[config.mk]
export PLATFORM = sky130hd
export DESIGN_NAME = mole_round_ctrl
export DESIGN_NICKNAME = d
export VERILOG_FILES = /design/src/rtl/mole_round_ctrl.sv
export SDC_FILE = /design/constraint.sdc
export NUM_CORES = 1
export LEC_CHECK = 0
export CELL_PAD_IN_SITES_DETAIL_PLACEMENT = 1
export CELL_PAD_IN_SITES_GLOBAL_PLACEMENT = 2
export CORE_MARGIN = 10
export CORE_UTILIZATION = 38
export CTS_CLUSTER_SIZE = 24
export DETAILED_ROUTE_END_ITERATION = 16
export PLACE_DENSITY_LB_ADDON = 0.1
export SYNTH_ARGS = -nofsm -noshare
export SYNTH_HDL_FRONTEND = slang
export SYNTH_SLANG_ARGS = --single-unit
export TNS_END_PERCENT = 20
[constraint.sdc]
create_clock -name clk -period 6.9 [get_ports clk]
set_clock_uncertainty 0.1 [all_clocks]
set_input_delay 1.38 -clock clk [delete_from_list [all_inputs] [get_ports clk]]
set_output_delay 1.38 -clock clk [all_outputs]
set_load 0.03 [all_outputs]
[src/rtl/mole_round_ctrl.sv]
// Whack-a-mole game sequencer: gap/show rounds, LFSR hole selection, reaction-time scoring.
// Define MOLE_MISS_LIMIT_EN to end the game after MISS_LIMIT consecutive misses.
module mole_round_ctrl #(
    parameter int TICK_DIV   = 25000,
    parameter int GAP_MS     = 500,
    parameter int SLICE_MS   = 200,
    parameter int ROUNDS     = 20,
    parameter int NUM_HOLES  = 9,
    parameter int MISS_LIMIT = 3
) (
    input  logic                 clk,
    input  logic                 rst,
    input  logic                 start,
    input  logic [NUM_HOLES-1:0] hole_hit,
    output logic [3:0]           mole_pos,
    output logic                 mole_visible,
    output logic                 hit_success,
    output logic [2:0]           round_score,
    output logic [4:0]           round_cnt,
    output logic                 score_clr,
    output logic                 busy,
    output logic                 game_over
);
    localparam int TW = $clog2(TICK_DIV + 1);
    localparam int MW = $clog2(GAP_MS + SLICE_MS + 1);

    typedef enum logic [2:0] {
        S_IDLE = 3'd0,
        S_GAP  = 3'd1,
        S_SHOW = 3'd2,
        S_HIT  = 3'd3,
        S_DONE = 3'd4
    } state_t;

    state_t        r_state, w_state_nxt;
    logic [TW-1:0] r_tick_cnt, w_tick_nxt;
    logic [MW-1:0] r_ms_cnt, w_ms_nxt, w_ms_run;
    logic [2:0]    r_slice, w_slice_nxt;
    logic [7:0]    r_lfsr;
    logic [4:0]    r_miss_cnt, w_miss_nxt;
    logic [3:0]    r_mole_pos, w_pos_nxt;
    logic [2:0]    r_round_score, w_score_nxt;
    logic [4:0]    r_round_cnt, w_round_nxt;
    logic          r_mole_visible, r_hit_success, r_score_clr, r_busy, r_game_over;
    logic          w_clr_nxt, w_tick, w_hit, w_limit;
    logic [3:0]    w_cand_raw, w_cand_mod, w_cand;

    assign w_tick = (r_tick_cnt == TW'(TICK_DIV - 1));
    assign w_hit  = |(hole_hit & (NUM_HOLES'(1'b1) << r_mole_pos));

`ifdef MOLE_MISS_LIMIT_EN
    assign w_limit = ((r_miss_cnt + 5'd1) == 5'(MISS_LIMIT));
`else
    assign w_limit = 1'b0;
`endif

    // Next hole: fold the LFSR nibble into range, then step past the previous hole.
    always_comb begin
        w_cand_raw = r_lfsr[3:0];
        if ({1'b0, w_cand_raw} >= 5'(NUM_HOLES)) begin
            w_cand_mod = w_cand_raw - 4'(NUM_HOLES);
        end else begin
            w_cand_mod = w_cand_raw;
        end
        if (w_cand_mod != r_mole_pos) begin
            w_cand = w_cand_mod;
        end else if ({1'b0, w_cand_mod} == 5'(NUM_HOLES - 1)) begin
            w_cand = 4'd0;
        end else begin
            w_cand = w_cand_mod + 4'd1;
        end
    end

    // Next-state and next-output logic for the game sequencer.
    always_comb begin
        w_state_nxt = r_state;
        w_ms_run    = w_tick ? r_ms_cnt + MW'(1) : r_ms_cnt;
        w_slice_nxt = r_slice;
        w_miss_nxt  = r_miss_cnt;
        w_pos_nxt   = r_mole_pos;
        w_score_nxt = r_round_score;
        w_round_nxt = r_round_cnt;
        w_clr_nxt   = 1'b0;
        case (r_state)
            S_IDLE, S_DONE: begin
                if (start) begin
                    w_state_nxt = S_GAP;
                    w_clr_nxt   = 1'b1;
                    w_round_nxt = 5'd0;
                    w_miss_nxt  = 5'd0;
                end else begin
                    w_state_nxt = r_state;
                end
            end
            S_GAP: begin
                if (w_tick && (r_ms_cnt == MW'(GAP_MS - 1))) begin
                    w_state_nxt = S_SHOW;
                    w_pos_nxt   = w_cand;
                    w_slice_nxt = 3'd0;
                end else begin
                    w_state_nxt = S_GAP;
                end
            end
            S_SHOW: begin
                // A press in the expiry cycle still counts, scored with the last slice.
                if (w_hit) begin
                    w_state_nxt = S_HIT;
                    w_score_nxt = 3'd5 - r_slice;
                    w_round_nxt = r_round_cnt + 5'd1;
                    w_miss_nxt  = 5'd0;
                end else if (w_tick && (r_ms_cnt == MW'(SLICE_MS - 1))) begin
                    w_ms_run = {MW{1'b0}};
                    if (r_slice == 3'd4) begin
                        w_round_nxt = r_round_cnt + 5'd1;
                        w_miss_nxt  = (r_miss_cnt == 5'(MISS_LIMIT)) ? r_miss_cnt : r_miss_cnt + 5'd1;
                        if (((r_round_cnt + 5'd1) == 5'(ROUNDS)) || w_limit) begin
                            w_state_nxt = S_DONE;
                        end else begin
                            w_state_nxt = S_GAP;
                        end
                    end else begin
                        w_slice_nxt = r_slice + 3'd1;
                    end
                end else begin
                    w_state_nxt = S_SHOW;
                end
            end
            S_HIT: begin
                w_state_nxt = (r_round_cnt == 5'(ROUNDS)) ? S_DONE : S_GAP;
            end
            default: begin
                w_state_nxt = S_IDLE;
            end
        endcase
        if (w_state_nxt != r_state) begin
            w_tick_nxt = {TW{1'b0}};
            w_ms_nxt   = {MW{1'b0}};
        end else begin
            w_tick_nxt = w_tick ? {TW{1'b0}} : r_tick_cnt + TW'(1);
            w_ms_nxt   = w_ms_run;
        end
    end

    // State, counters, LFSR and registered outputs (outputs follow the next state).
    always_ff @(posedge clk) begin
        if (!rst) begin
            r_state        <= S_IDLE;
            r_tick_cnt     <= {TW{1'b0}};
            r_ms_cnt       <= {MW{1'b0}};
            r_slice        <= 3'd0;
            r_lfsr         <= 8'hA5;
            r_miss_cnt     <= 5'd0;
            r_mole_pos     <= 4'd0;
            r_round_score  <= 3'd0;
            r_round_cnt    <= 5'd0;
            r_mole_visible <= 1'b0;
            r_hit_success  <= 1'b0;
            r_score_clr    <= 1'b0;
            r_busy         <= 1'b0;
            r_game_over    <= 1'b0;
        end else begin
            r_state        <= w_state_nxt;
            r_tick_cnt     <= w_tick_nxt;
            r_ms_cnt       <= w_ms_nxt;
            r_slice        <= w_slice_nxt;
            r_lfsr         <= {r_lfsr[6:0], r_lfsr[7] ^ r_lfsr[5] ^ r_lfsr[4] ^ r_lfsr[3]};
            r_miss_cnt     <= w_miss_nxt;
            r_mole_pos     <= w_pos_nxt;
            r_round_score  <= w_score_nxt;
            r_round_cnt    <= w_round_nxt;
            r_mole_visible <= (w_state_nxt == S_SHOW);
            r_hit_success  <= (w_state_nxt == S_HIT);
            r_score_clr    <= w_clr_nxt;
            r_busy         <= (w_state_nxt == S_GAP) || (w_state_nxt == S_SHOW) || (w_state_nxt == S_HIT);
            r_game_over    <= (w_state_nxt == S_DONE);
        end
    end

    assign mole_pos     = r_mole_pos;
    assign mole_visible = r_mole_visible;
    assign hit_success  = r_hit_success;
    assign round_score  = r_round_score;
    assign round_cnt    = r_round_cnt;
    assign score_clr    = r_score_clr;
    assign busy         = r_busy;
    assign game_over    = r_game_over;
endmodule

# Word level (Yosys, flattened, before mapping)
# Cells that the tools add are included.
word_totals:
  output_inout_bits: 17
  ff_bits: 56
  word_cells: 93
  in_bits: 12
op_classes:
  n_reduce_logical: 16
  shift: 1
  n_eq_ne: 24
  bitwise_logic: 5
  magnitude_cmp: 1
  n_mux: 26
  n_addsub: 7
ops:
  columns: ["op", "count"]
  rows:
  - ["2-to-1 mux 10 bit", 4]
  - ["2-to-1 mux 3 bit", 10]
  - ["2-to-1 mux 5 bit", 4]
  - ["adder 15 x 1 -> 15 bit (second input constant)", 1]
  - ["equality test 15 bit (second input constant)", 1]
  - ["equality test 3 x 2 -> 1 bit (second input constant)", 4]
  - ["2-to-1 mux 4 bit", 3]
  - ["case mux 3 bit (4 select lines)", 1]
  - ["adder 10 x 1 -> 10 bit (second input constant)", 1]
  - ["equality test 10 x 8 -> 1 bit (second input constant)", 1]
  - ["equality test 10 x 9 -> 1 bit (second input constant)", 1]
  - ["equality test 5 bit (second input constant)", 2]
  - ["!= test 2 bit (second input constant)", 5]
  - ["case mux 5 bit (2 select lines)", 1]
  - ["AND 9 bit", 1]
  - ["equality test 3 bit (second input constant)", 3]
  - ["OR reduction 9 bit", 1]
  - ["left shift 1 x 4 -> 9 bit (first input constant)", 1]
  - ["equality test 3 x 1 -> 1 bit (second input constant)", 2]
  - ["!= test 3 bit (second input constant)", 2]
  - ["case mux 3 bit (2 select lines)", 1]
  - ["AND reduction 2 bit", 3]
  - ["adder 5 x 1 -> 5 bit (second input constant)", 1]
  - ["AND reduction 5 bit", 1]
  - ["19 further kinds", 25]

# Logic depth before layout (Yosys ltp)
# Gate-level depths: netlist of run 1.
depth:
  word_depth: 10
  ltp_mapped: 12

# Worst setup path before layout of run 1
# OpenSTA, ideal clock, no wires.
synth_path:
  path_type: "input-to-reg"
  start: "input port hole_hit[0]"
  end: "register r_tick_cnt[3]"
  slack_ps: 3603
  required_time_ps: 6674
  setup_ps: 126
  path_stages: 8
  arrival_ps: 3071
  cell_sequence: "or2_2 -> mux4_2 -> o21ai_2 -> nand2b_1 -> a31oi_4 -> a221o_1 -> buf_6 -> nor3_1"
synth_via:
  elab_chain_cells: 6
synth_rtl:
  columns: ["element", "line_no", "rtl"]
  rows:
  - ["start: declaration", "14", "input logic [NUM_HOLES-1:0] hole_hit,"]
  - ["AND 9 bit", "49", "assign w_hit = |(hole_hit & (NUM_HOLES'(1'b1) << r_mole_pos));"]
  - ["OR reduction 9 bit", "49", null]
  - ["2-to-1 mux 3 bit", "106", "if (w_hit) begin"]
  - ["case mux 3 bit (4 select lines)", "84", "case (r_state)"]
  - ["!= test 3 bit", "135", "if (w_state_nxt != r_state) begin"]
  - ["OR reduction 3 bit (no source line)", null, null]
  - ["end signal: assignment", "148", "r_tick_cnt <= {TW{1'b0}};"]
  - ["end signal: assignment", "163", "r_tick_cnt <= w_tick_nxt;"]
  - ["end: declaration", "36", "logic [TW-1:0] r_tick_cnt, w_tick_nxt;"]
# Every way passes these cells.
# A chain may end at the register's enable or synchronous reset.

# Final worst setup path of run 1
layout_path:
  start: "input port hole_hit[0]"
  end: "register r_tick_cnt[6]"
# Same word-level chain as after synthesis.

==> results of run 1 <==
==> routing by layer <==
metal	routed length [µm]	up-vias
li1	-	1141
met1	2980	1057
met4	51	0
met3	345	6
met2	3070	26
met5	0	-
==> power by group <==
| part | switching, mW | internal, mW | total [mW] | leakage [nW] |
|---|---|---|---|---|
| Clock | 0.112 | 0.0731 | 0.185 | 0.0485 |
| Combinational | 0.0381 | 0.0288 | 0.0670 | 0.734 |
| Sequential | 0.00635 | 0.330 | 0.336 | 0.455 |
| Total | 0.156 | 0.432 | 0.588 | 1.24 |
==> worst max-delay path, cell delays in order <==
cell                              delay (ps)
sky130_fd_sc_hd__clkdlybuf4s50_1         390
sky130_fd_sc_hd__or2_2                   270
sky130_fd_sc_hd__mux4_2                  480
sky130_fd_sc_hd__o21ai_2                 270
sky130_fd_sc_hd__nand2b_1                160
sky130_fd_sc_hd__a31oi_4                 270
sky130_fd_sc_hd__a221o_1                 750
sky130_fd_sc_hd__nor2_1                  120
==> worst max-delay path by stage <==
stage | startpoint | slack, ps | end
floorplan | hole_hit[0] | 3600 | r_tick_cnt[3]
global placement | hole_hit[0] | 2620 | r_tick_cnt[2]
detailed placement | hole_hit[0] | 2520 | r_ms_cnt[5]
CTS | hole_hit[0] | 2840 | r_tick_cnt[6]
global route | hole_hit[0] | 2670 | r_tick_cnt[10]
finish | hole_hit[0] | 2880 | r_tick_cnt[6]
==> sequential cells by signal, indices dropped and copies added (netlist names) <==
signal,cells
r_ms_cnt,10
round_score,3
busy,1
score_clr,1
round_cnt,5
r_state,3
game_over,1
mole_pos,4
r_slice,3
r_tick_cnt,15
r_lfsr,8
hit_success,1
mole_visible,1
==> area by class of cell <==
class	instances	share of cell area, %
Multi-Input combinational cell	235	48.9
Sequential cell	56	34.2
Timing Repair Buffer	29	8.78
Tap cell	99	3.78
Clock buffer	5	2.10
Inverter	14	1.60
Clock inverter	3	0.687
==> placed cells by master, fill, tap and decap left out, types with 3 or more instances in the layout <==
cell type                         count
sky130_fd_sc_hd__nor3_2               6
sky130_fd_sc_hd__xor2_1              24
sky130_fd_sc_hd__nand3_1             22
sky130_fd_sc_hd__a21oi_1              6
sky130_fd_sc_hd__nor2b_1              5
sky130_fd_sc_hd__nor2_1              34
sky130_fd_sc_hd__xnor2_1             14
sky130_fd_sc_hd__ha_1                10
sky130_fd_sc_hd__nand2b_1             8
sky130_fd_sc_hd__nand4_1              5
sky130_fd_sc_hd__o21ai_0              8
sky130_fd_sc_hd__clkbuf_8             5
sky130_fd_sc_hd__or3_1                3
sky130_fd_sc_hd__nor3_1              11
sky130_fd_sc_hd__a21o_1               3
sky130_fd_sc_hd__nand2_1             23
sky130_fd_sc_hd__mux2i_1              4
sky130_fd_sc_hd__and3_1               7
sky130_fd_sc_hd__clkdlybuf4s50_1     28
sky130_fd_sc_hd__dfxtp_1             56
sky130_fd_sc_hd__inv_1               14
sky130_fd_sc_hd__a22o_1               3
sky130_fd_sc_hd__and2_1               3
==> metrics by stage <==
stage                     std cells  area (µm²)  total power [mW]  hold WS [ps]  utilization [%]
after detailed placement        433        3190             0.412           306             44.0
after floorplan                 315        2830             0.392           286                -
after global placement          433        3190             0.411           295             44.0
after CTS                       441        3280             0.599           328             45.2
after global routing            441        3280             0.622           332             45.2
final                           441        3280             0.588           323             45.2
==> kinds of logic (layout without fill, tap and decap cells) <==
family | after synthesis | count (layout) | synth area share, %
flops | 56 | 56 | 39.6
simple gates | 146 | 146 | 28.7
xor+xnor | 38 | 38 | 11.8
compound gates | 35 | 35 | 8.76
fa+ha+maj | 10 | 10 | 4.42
buf+inv | 24 | 51 | 3.67
mux | 6 | 6 | 3.01
==> implementation parameters, run 1 <==
Parameter                              Value

Status
  Status ... completed

GRT
  Global routing met3 resource utilization ... about 3.9%
  All-Layer GR Usage ... 11.9%
  Overflow after GRT ... 0
  Met1 layer usage reported by global route ... 14.2%
  Vias in the first global route ... 2345
  Wire length of the first global-routing pass ... 11.3 mm
  Number of antenna violations at the first check in global routing ... 0
  Largest net degree at the start of global routing ... 22
  Top Usage Layer GRT ... met2
  Met2 global-route usage ... between 20 and 25%

Clocking
  CTS root buf ... sky130_fd_sc_hd__clkbuf_8
  Number of buffers inserted to repair setup after CTS ... 0
  Maximum number of buffers from clock root to sink ... 2
  Clock input transition at the sequential cells of the worst setup and hold paths ... roughly 110 ps
  Total CTS buffers ... 5
  Clock tree from TritonCTS ... yes
  Later-pin clock latency in the skew report ... roughly 310 ps
  Total number of H-tree levels ... 2
  Clock sink total ... 56
  CTS Hold Buffers Added ... 0
  PostCTS Resize Cnt ... 0

Placement
  Place WS ... ~2500 ps
  DP HPWL ... slightly below 5 mm
  Port bufs ... 28
  Routability congestion estimate from global placement ... approximately 0.76

Critical path
  Data arrival time at the worst-slack endpoint ... 4100 ps
  Setup crit start kind ... input pin
  Critical register-to-register path startpoint ... r_tick_cnt[3]
  Endpoint class of the critical path ... flop
  RR Endpoint ... r_tick_cnt[6]
  Crit Path Max Fanout ... 21
  Setup slack, reg-to-reg ... approximately 3700 ps
  Required time reported for the critical path endpoint ... 6980 ps
  Path depth of the worst reg2reg path ... 7
  Critical path type ... in -> reg

Synthesis
  Avg Cell Area, Syn ... between 8 and 9 µm²
  Number of different library cells in the post-synthesis netlist ... 52
  Total nets after synthesis ... 337
  Number of synthesized register bits ... 56
  Post-synth top flop ... sky130_fd_sc_hd__dfxtp_1
  Top cell type by total area after synthesis ... sky130_fd_sc_hd__dfxtp_1
  Largest cells by area after synthesis ... sky130_fd_sc_hd__dfxtp_1 40%, sky130_fd_sc_hd__xor2_1 7.4%, sky130_fd_sc_hd__nor2_1 4.5%, sky130_fd_sc_hd__ha_1 4.4%, sky130_fd_sc_hd__xnor2_1 4.3%
  Mapped cell area ... approximately 2800 µm²
  Post-synth EDFFs ... 0
  Top-area cell type share of the netlist area ... between 30% and 40%
  Most numerous cell types in the synthesized netlist ... 56 x sky130_fd_sc_hd__dfxtp_1, 34 x sky130_fd_sc_hd__nor2_1, 24 x sky130_fd_sc_hd__xor2_1
  Share of synthesized registers carrying an async set or reset ... 0%
  Cell count after synthesis ... approximately 320
  Synth warn ... 0
  Most numerous cell in the Yosys netlist ... sky130_fd_sc_hd__dfxtp_1
  Fraction of the yosys area taken by sequential cells ... 39.6%

STA
  Worst path setup slack after routing ... between 2000 and 3000 ps
  Highest Clock Rate ... 0.248 GHz
  Post-route clock period utilization ... about three fifths
  Transition at the pin with the smallest max-transition slack ... 912 ps
  Relative slew slack ... 39.2%
  Number of setup violations in the final report ... 0
  Post-route minimum period ... 4020 ps
  RSZ-0062 raised after global routing ... no
  Max Slew Vio Count ... 0
  Final hold violation count ... 0
  Setup TNS ... 0 ps

Drt
  Total iterations of the first detailed-routing run ... 4
  Vias per std cell ... 5.06
  Detailed-route DRC error count ... 0
  Routed Wire Length ... 6.44 mm
  Detailed-route wire length per cell ... roughly 15 µm
  DRC marker count from the first detailed-route iteration ... 82
  Routed Antenna Nets ... 0
  Total vias in the final route ... roughly 2.2k

Flow run
  Maxcap violations ... 0

Floorplanning
  I/O pin count ... 29
  Die ar. ... between 10000 and 15000 µm²
  Standard cell core area ... around 7300 µm²
  Number of placement rows ... 31
  DIE WIDTH ... roughly 110 µm
  Height of the die ... 106 µm
  Starting density of the core ... 39.0%

Hold path
  HP Start ... r_lfsr[6]
  Endpoint, Worst Hold ... r_lfsr[7]
  Depth of the worst hold-timing path ... 1
  Hold crit path type ... reg -> reg

Layout
  Share of post-route cells with drive strength above 1 ... around 7.0%
  FF/Latch Area ... 1120 µm²
  Layout fillers ... slightly below 900
  Post-layout nets ... about 360
  Synth-to-Final Area Change ... 16.0%
  Diodes inserted ... 0
  Total area of multi-input combinational cells ... approximately 1600 µm²

Power and ir drop
  Peak VDD IR ... about 65 µV
  Cell leakage power ... around 1.2 nW
  Cell Pwr Density ... between 150 and 200 nW/µm²
Power figures use the tool's default switching activity.
==> inputs of run 2 (changes only) <==
CORE_UTILIZATION = 31   (was 38)
clock period = 3.5 ns   (was 6.9 ns; I/O delays follow)
==> implementation parameters, run 2 (synthesis gave the netlist of run 1 again) <==
Parameter                              Value

Flow run
  Maxcap violations ... 0 (unchanged)

Layout
  Total area of multi-input combinational cells ... 1600 µm² (unchanged)
  Highest-count cells in the layout ignoring fill and taps ... 56 x sky130_fd_sc_hd__dfxtp_1, 34 x sky130_fd_sc_hd__nor2_1, 28 x sky130_fd_sc_hd__clkdlybuf4s50_1, 24 x sky130_fd_sc_hd__xor2_1, 23 x sky130_fd_sc_hd__nand2_1 (unchanged)
  Cell area after layout ... 3340 µm² (was 3280 µm²)
  Share of post-route cells with drive strength above 1 ... 8.07% (was 7.02%)
  Register bank with the most flops ... r_tick_cnt (unchanged)
  Core Util, Final ... 38.0% (was 45.2%)
  Commonest non-fill, non-tap cell in the layout ... sky130_fd_sc_hd__dfxtp_1 (unchanged)
  Registers with the highest flip-flop counts ... r_tick_cnt: 15 flops, r_ms_cnt: 10 flops, r_lfsr: 8 flops (unchanged)
  Synth-to-Final Area Change ... 18.2% (was 16.0%)
  Diodes inserted ... 0 (unchanged)
  Flip-flop count of the largest register after layout ... 15 (unchanged)
  Cell Count, Final, Fillers Out ... 455 (was 441)
  Post-layout nets ... 368 (was 363)
  Layout fillers ... 1013 (was 870)
  FF/Latch Area ... 1120 µm² (unchanged)

Hold path
  Depth of the worst hold-timing path ... 1 (unchanged)
  Hold crit path type ... reg -> reg (unchanged)
  HP Start ... r_lfsr[6] (unchanged)
  Endpoint, Worst Hold ... r_lfsr[7] (unchanged)

Drt
  Detailed route wirelength on metal3 ... 228 µm (was 345 µm)
  Detailed-route wire length per cell ... 15.1 µm (was 14.6 µm)
  DR WL met2 ... 3.35 mm (was 3.07 mm)
  Routed Antenna Nets ... 0 (unchanged)
  Routed Wire Length ... 6.89 mm (was 6.44 mm)
  DR top layer ... met4 (unchanged)
  DRC marker count from the first detailed-route iteration ... 126 (was 82)
  Wire length on met1 ... 3.23 mm (was 2.98 mm)
  Vias per std cell ... 4.92 (was 5.06)
  Total vias in the final route ... 2240 (was 2230)
  Detailed-route DRC error count ... 0 (unchanged)
  Total iterations of the first detailed-routing run ... 4 (unchanged)

Critical path
  Critical register-to-register path startpoint ... r_lfsr[1] (was r_tick_cnt[3])
  Cell chain of the critical path ... inv_1, ha_1, nand2b_1, o21ai_0, mux2i_1, xor2_1, or3_1, mux2i_1, a211oi_1 (was clkdlybuf4s50_1, or2_2, mux4_2, o21ai_2, nand2b_1, a31oi_4, a221o_1, nor2_1)
  Path depth of the worst reg2reg path ... 9 (was 7)
  Setup slack, reg-to-reg ... 590 ps (was 3690 ps)
  Required time reported for the critical path endpoint ... 3640 ps (was 6980 ps)
  Data arrival time at the worst-slack endpoint ... 3040 ps (was 4100 ps)
  Crit path max-delay cell type ... sky130_fd_sc_hd__mux2i_1 (was sky130_fd_sc_hd__a221o_1)
  Crit Path Max Fanout ... 5 (was 21)
  Endpoint class of the critical path ... flop (unchanged)
  RR Endpoint ... mole_pos[1] (was r_tick_cnt[6])
  Cell mode on critical path ... sky130_fd_sc_hd__mux2i_1
  Largest stage delay on the critical path ... 540 ps (was 750 ps)
  Setup crit start kind ... flop (was input pin)
  Critical path type ... reg -> reg (was in -> reg)

Clocking
  Clock sink total ... 56 (unchanged)
  Later-pin clock latency in the skew report ... 310 ps (about the same)
  CTS Hold Buffers Added ... 0 (unchanged)
  Clock input transition at the sequential cells of the worst setup and hold paths ... 100 ps (was 110 ps)
  Clock tree from TritonCTS ... yes (unchanged)
  Total CTS buffers ... 5 (unchanged)
  Number of buffers inserted to repair setup after CTS ... 0 (unchanged)
  PostCTS Resize Cnt ... 0 (unchanged)
  Total number of H-tree levels ... 2 (unchanged)
  Maximum number of buffers from clock root to sink ... 2 (unchanged)
  CTS root buf ... sky130_fd_sc_hd__clkbuf_8 (unchanged)

GRT
  Largest net degree at the start of global routing ... 22 (unchanged)
  Wire length of the first global-routing pass ... 11.9 mm (was 11.3 mm)
  Number of antenna violations at the first check in global routing ... 0 (unchanged)
  Overflow after GRT ... 0 (unchanged)
  Vias in the first global route ... 2437 (was 2345)
  All-Layer GR Usage ... 11.1% (was 11.9%)

Floorplanning
  DIE WIDTH ... 116 µm (was 106 µm)
  Number of placement rows ... 34 (was 31)
  Standard cell core area ... 8810 µm² (was 7250 µm²)
  I/O pin count ... 29 (unchanged)
  Height of the die ... 116 µm (was 106 µm)
  Die ar. ... 13300 µm² (was 11300 µm²)
  Starting density of the core ... 32.1% (was 39.0%)

Placement
  Placed standard-cell area ... 3250 µm² (was 3190 µm²)
  Port bufs ... 28 (unchanged)
  Inst Count DP ... 447 (was 433)
  DP HPWL ... 5.36 mm (was 4.95 mm)
  Routability congestion estimate from global placement ... 0.719 (was 0.763)
  Place WS ... 290 ps (was 2520 ps)

STA
  Number of setup violations in the final report ... 0 (unchanged)
  RSZ-0062 raised after global routing ... no (unchanged)
  Post-route clock period utilization ... around 83%
  Minimum hold slack ... 319 ps (was 323 ps)
  Highest Clock Rate ... 0.344 GHz
  Max Slew Vio Count ... 0 (unchanged)
  Relative slew slack ... 61.2% (was 39.2%)
  Post-route minimum period ... about 2900 ps
  Final hold violation count ... 0 (unchanged)
  Worst path setup slack after routing ... 595 ps (was 2880 ps)
  Setup TNS ... 0 ps (unchanged)
  Transition at the pin with the smallest max-transition slack ... 578 ps (was 912 ps)

Power and ir drop
  Cell Pwr Density ... 354 nW/µm² (was 179 nW/µm²)
  Cell leakage power ... 1.26 nW (was 1.24 nW)
  PnR Total Power ... 1.18 mW (was 0.588 mW)
  Peak VDD IR ... 179 µV (was 64.7 µV)

Status
  Status ... completed (unchanged)
-- run 2: worst max-delay path by stage --
stage	startpoint	to	slack (ps)	cells after the start
after global placement	hole_hit[0]	r_tick_cnt[1]	330	9
final	r_lfsr[1]	mole_pos[1]	590	9
after floorplan	hole_hit[0]	r_tick_cnt[3]	880	8
after CTS	r_lfsr[1]	mole_pos[1]	560	9
after detailed placement	hole_hit[0]	r_tick_cnt[1]	290	9
after global routing	r_lfsr[1]	mole_pos[1]	290	9
-- run 2: routing by layer --
| metal | global-route usage, % | vias to the layer above |
|---|---|---|
| li1 | - | 1144 |
| met1 | 13.3 | 1067 |
| met2 | 18.9 | 22 |
| met3 | 2.95 | 7 |
| met4 | 3.29 | 0 |
| met5 | 0 | - |
-- run 2: report_power, final --
part           internal [mW]  switching [mW]  total (mW)
logic                 0.0628          0.0799       0.143
registers              0.650          0.0128       0.663
clock network          0.162           0.215       0.377
total                  0.875           0.308        1.18
-- run 2: cell type report --
| class | count | share of cell area (%) |
|---|---|---|
| multi-input combinational | 235 | 47.9 |
| sequential | 56 | 33.5 |
| timing repair buffer | 34 | 10.1 |
| tap | 108 | 4.04 |
| clock buffer | 7 | 2.58 |
| inverter | 14 | 1.57 |
| clock inverter | 1 | 0.225 |
-- run 2: critical path: cells and delay by family, from the launching register on --
kind	cells	cell delay, ps
AO/OA/AOI/OAI	2	570
XOR/XNOR	1	220
adder cells (fa/ha/maj)	1	200
buffers and inverters	1	80
flip-flops	1	340
multiplexers	2	680
AND/OR/NAND/NOR	2	620
==> inputs of run 3 (changes only) <==
clock period = 2.5 ns   (was 3.5 ns; I/O delays follow)
==> implementation parameters, run 3 (synthesis gave the netlist of run 1 again) <==
Parameter                              Value

STA
  Post-route clock period utilization ... 98.0% (was 83.0%)
  Max Slew Vio Count ... 0 (unchanged)
  Number of setup violations in the final report ... 0 (unchanged)
  Relative slew slack ... 71.6% (was 61.2%)
  Worst path setup slack after routing ... 49.1 ps (was 595 ps)
  Setup TNS ... 0 ps (unchanged)
  Final hold violation count ... 0 (unchanged)
  RSZ-0062 raised after global routing ... yes (was no)
  Transition at the pin with the smallest max-transition slack ... 425 ps (was 578 ps)
  Post-route minimum period ... 2450 ps (was 2910 ps)
  Highest Clock Rate ... 0.408 GHz (was 0.344 GHz)

Critical path
  Critical path type ... reg -> reg (unchanged)
  Cell family with the largest share of critical-path delay ... simple AND/OR/NAND/NOR gates (was multiplexers)
  Largest stage delay on the critical path ... 430 ps (was 540 ps)
  Data arrival time at the worst-slack endpoint ... 2550 ps (was 3040 ps)
  Buf+Inv Stages, Crit Path ... 3 (was 1)
  Endpoint class of the critical path ... flop (unchanged)
  Cell chain of the critical path ... inv_4, ha_4, nand2b_4, o21ai_4, buf_6, mux2i_4, inv_1, ha_2, nand2_1, or4_4, nor3_4, nor3_2, a22o_1 (was inv_1, ha_1, nand2b_1, o21ai_0, mux2i_1, xor2_1, or3_1, mux2i_1, a211oi_1)
  Crit path max-delay cell type ... sky130_fd_sc_hd__or4_4 (was sky130_fd_sc_hd__mux2i_1)
  Setup crit start kind ... flop (unchanged)
  Required time reported for the critical path endpoint ... 2600 ps (was 3640 ps)
  Crit Path Max Fanout ... 4 (was 5)

Placement
  DP HPWL ... 5.61 mm (was 5.36 mm)
  Placed standard-cell area ... 3550 µm² (was 3250 µm²)
  Port bufs ... 28 (unchanged)
  Inst Count DP ... 487 (was 447)
  Place WS ... -385 ps (was 290 ps)
  Routability congestion estimate from global placement ... 0.753 (was 0.719)

Power and ir drop
  Share of total power consumed by net switching ... 25.4% (was 26.0%)
  Relative contribution of sequential cells to total power ... 49.3% (was 56.1%)
  Peak VDD IR ... 201 µV (was 179 µV)
  Logic pwr share ... 18.9% (was 12.1%)
  Cell leakage power ... 1.63 nW (was 1.26 nW)
  Net Switching ... 0.479 mW (was 0.308 mW)
  Cell-internal power ... 1.41 mW (was 0.875 mW)
  Part of the power in the clock network ... 31.8% (was 31.9%)
  Cell Pwr Density ... 472 nW/µm² (was 354 nW/µm²)

Drt
  Vias per std cell ... 4.93 (was 4.92)
  Total vias in the final route ... 2484 (was 2240)
  Total iterations of the first detailed-routing run ... 4 (unchanged)
  Detailed-route DRC error count ... 0 (unchanged)
  DRC marker count from the first detailed-route iteration ... 61 (was 126)
  Detailed-route wire length per cell ... 15.1 µm (about the same)
  Routed Antenna Nets ... 0 (unchanged)
  Routed Wire Length ... 7.60 mm (was 6.89 mm)

Hold path
  Hold crit path type ... reg -> reg (unchanged)

GRT
  Largest net degree at the start of global routing ... 22 (unchanged)
  Top Usage Layer GRT ... met2 (unchanged)
  Vias in the first global route ... 2573 (was 2437)
  All-Layer GR Usage ... 11.5% (was 11.1%)
  Met1 layer usage reported by global route ... 14.4% (was 13.3%)
  Wire length of the first global-routing pass ... 12.6 mm (was 11.9 mm)
  Met2 global-route usage ... 19.5% (was 18.9%)
  Overflow after GRT ... 0 (unchanged)
  Number of antenna violations at the first check in global routing ... 0 (unchanged)
  Global routing met3 resource utilization ... 2.74% (was 2.95%)

Layout
  Share of post-route cells with drive strength above 1 ... 27.8% (was 8.07%)
  Cell Count, Final, Fillers Out ... 504 (was 455)
  Commonest non-fill, non-tap cell in the layout ... sky130_fd_sc_hd__dfxtp_1 (unchanged)
  Cell area after layout ... 4000 µm² (was 3340 µm²)
  Registers with the highest flip-flop counts ... r_tick_cnt: 15 flops, r_ms_cnt: 10 flops, r_lfsr: 8 flops (unchanged)
  Diodes inserted ... 0 (unchanged)
  Flip-flop count of the largest register after layout ... 15 (unchanged)
  Core Util, Final ... 45.4% (was 38.0%)
  Post-layout nets ... 417 (was 368)
  Highest-count cells in the layout ignoring fill and taps ... 53 x sky130_fd_sc_hd__dfxtp_1, 47 x sky130_fd_sc_hd__buf_4, 34 x sky130_fd_sc_hd__nor2_1, 24 x sky130_fd_sc_hd__xor2_1 (was 56 x sky130_fd_sc_hd__dfxtp_1, 34 x sky130_fd_sc_hd__nor2_1, 28 x sky130_fd_sc_hd__clkdlybuf4s50_1, 24 x sky130_fd_sc_hd__xor2_1, 23 x sky130_fd_sc_hd__nand2_1)
  Register bank with the most flops ... r_tick_cnt (unchanged)
  Synth-to-Final Area Change ... 41.4% (was 18.2%)

Clocking
  Total number of H-tree levels ... 2 (unchanged)
  Total CTS buffers ... 5 (unchanged)
  CTS root buf ... sky130_fd_sc_hd__clkbuf_8 (unchanged)
  Clock input transition at the sequential cells of the worst setup and hold paths ... 110 ps (was 100 ps)
  Clock tree from TritonCTS ... yes (unchanged)
  Maximum number of buffers from clock root to sink ... 2 (unchanged)
  Later-pin clock latency in the skew report ... 310 ps (about the same)
  Clock sink total ... 56 (unchanged)
  CTS Hold Buffers Added ... 0 (unchanged)

Flow run
  Maxcap violations ... 0 (unchanged)

Floorplanning
  Standard cell core area ... 8810 µm² (unchanged)
  DIE WIDTH ... 116 µm (unchanged)
  Starting density of the core ... 32.1% (unchanged)
  Number of placement rows ... 34 (unchanged)
  Height of the die ... 116 µm (unchanged)
  I/O pin count ... 29 (unchanged)
  Die ar. ... 13300 µm² (unchanged)

Status
  Status ... completed (unchanged)
==> run 3: area by class of cell <==
cell class                 count  area, µm²
fill                         990       4810
clock buffer                   6       72.6
clock inverter                 2       38.8
sequential                    56       1130
multi-input combinational    235       1800
tap                          108        135
inverter                      14       57.6
timing repair buffer          83        772
==> run 3: path summary, 6_finish.rpt <==
check             startpoint           to  slack (ps)  cells past startpoint
setup / recovery   r_lfsr[0]  mole_pos[3]          50                     13
hold / removal     r_lfsr[6]    r_lfsr[7]         350                      1
setup reg to reg   r_lfsr[0]  mole_pos[3]          50                     13
hold reg to reg    r_lfsr[6]    r_lfsr[7]         350                      1
==> run 3: power groups by stage <==
stage | clock network [mW] | logic [mW] | registers (mW)
6_report | 0.599 | 0.357 | 0.930
5_1_grt | 0.678 | 0.389 | 0.934
4_1_cts | 0.633 | 0.291 | 0.926
3_5_place_dp | 0 | 0.273 | 0.944
3_3_place_gp | 0 | 0.266 | 0.944
2_1_floorplan | 0 | 0.135 | 0.948
==> run 3: per-stage QoR <==
step           hold slack [ps]  power (mW)
2_1_floorplan              286        1.08
3_3_place_gp               295        1.21
3_5_place_dp               302        1.22
4_1_cts                    346        1.85
5_1_grt                    350        2.00
6_report                   345        1.89
==> run 3: what timing repair did <==
item	4_1_cts	5_1_grt
setup endpoints to repair	29	36
endpoints found under the hold margin	0	0
resized for setup	13	41
pin swaps	2	12
setup buffers	1	5
cloned	0	3
==> run 3: worst register-to-register path, cell delays in order, from the launching register on <==
cell and delay (ps):
sky130_fd_sc_hd__dfxtp_4 410, sky130_fd_sc_hd__inv_4 50, sky130_fd_sc_hd__ha_4 170, sky130_fd_sc_hd__nand2b_4 80
sky130_fd_sc_hd__o21ai_4 70, sky130_fd_sc_hd__buf_6 120, sky130_fd_sc_hd__mux2i_4 190, sky130_fd_sc_hd__inv_1 70
sky130_fd_sc_hd__ha_2 150, sky130_fd_sc_hd__nand2_1 50, sky130_fd_sc_hd__or4_4 430, sky130_fd_sc_hd__nor3_4 200
sky130_fd_sc_hd__nor3_2 70, sky130_fd_sc_hd__a22o_1 190
==> run 3: metal layers <==
metal | share of wire [%] | vias to the layer above | routed length [µm]
met4 | 0.75 | 0 | 57
met3 | 3.1 | 5 | 239
met1 | 46 | 1204 | 3490
met2 | 50 | 24 | 3820
li1 | - | 1251 | -
met5 | 0 | - | 0
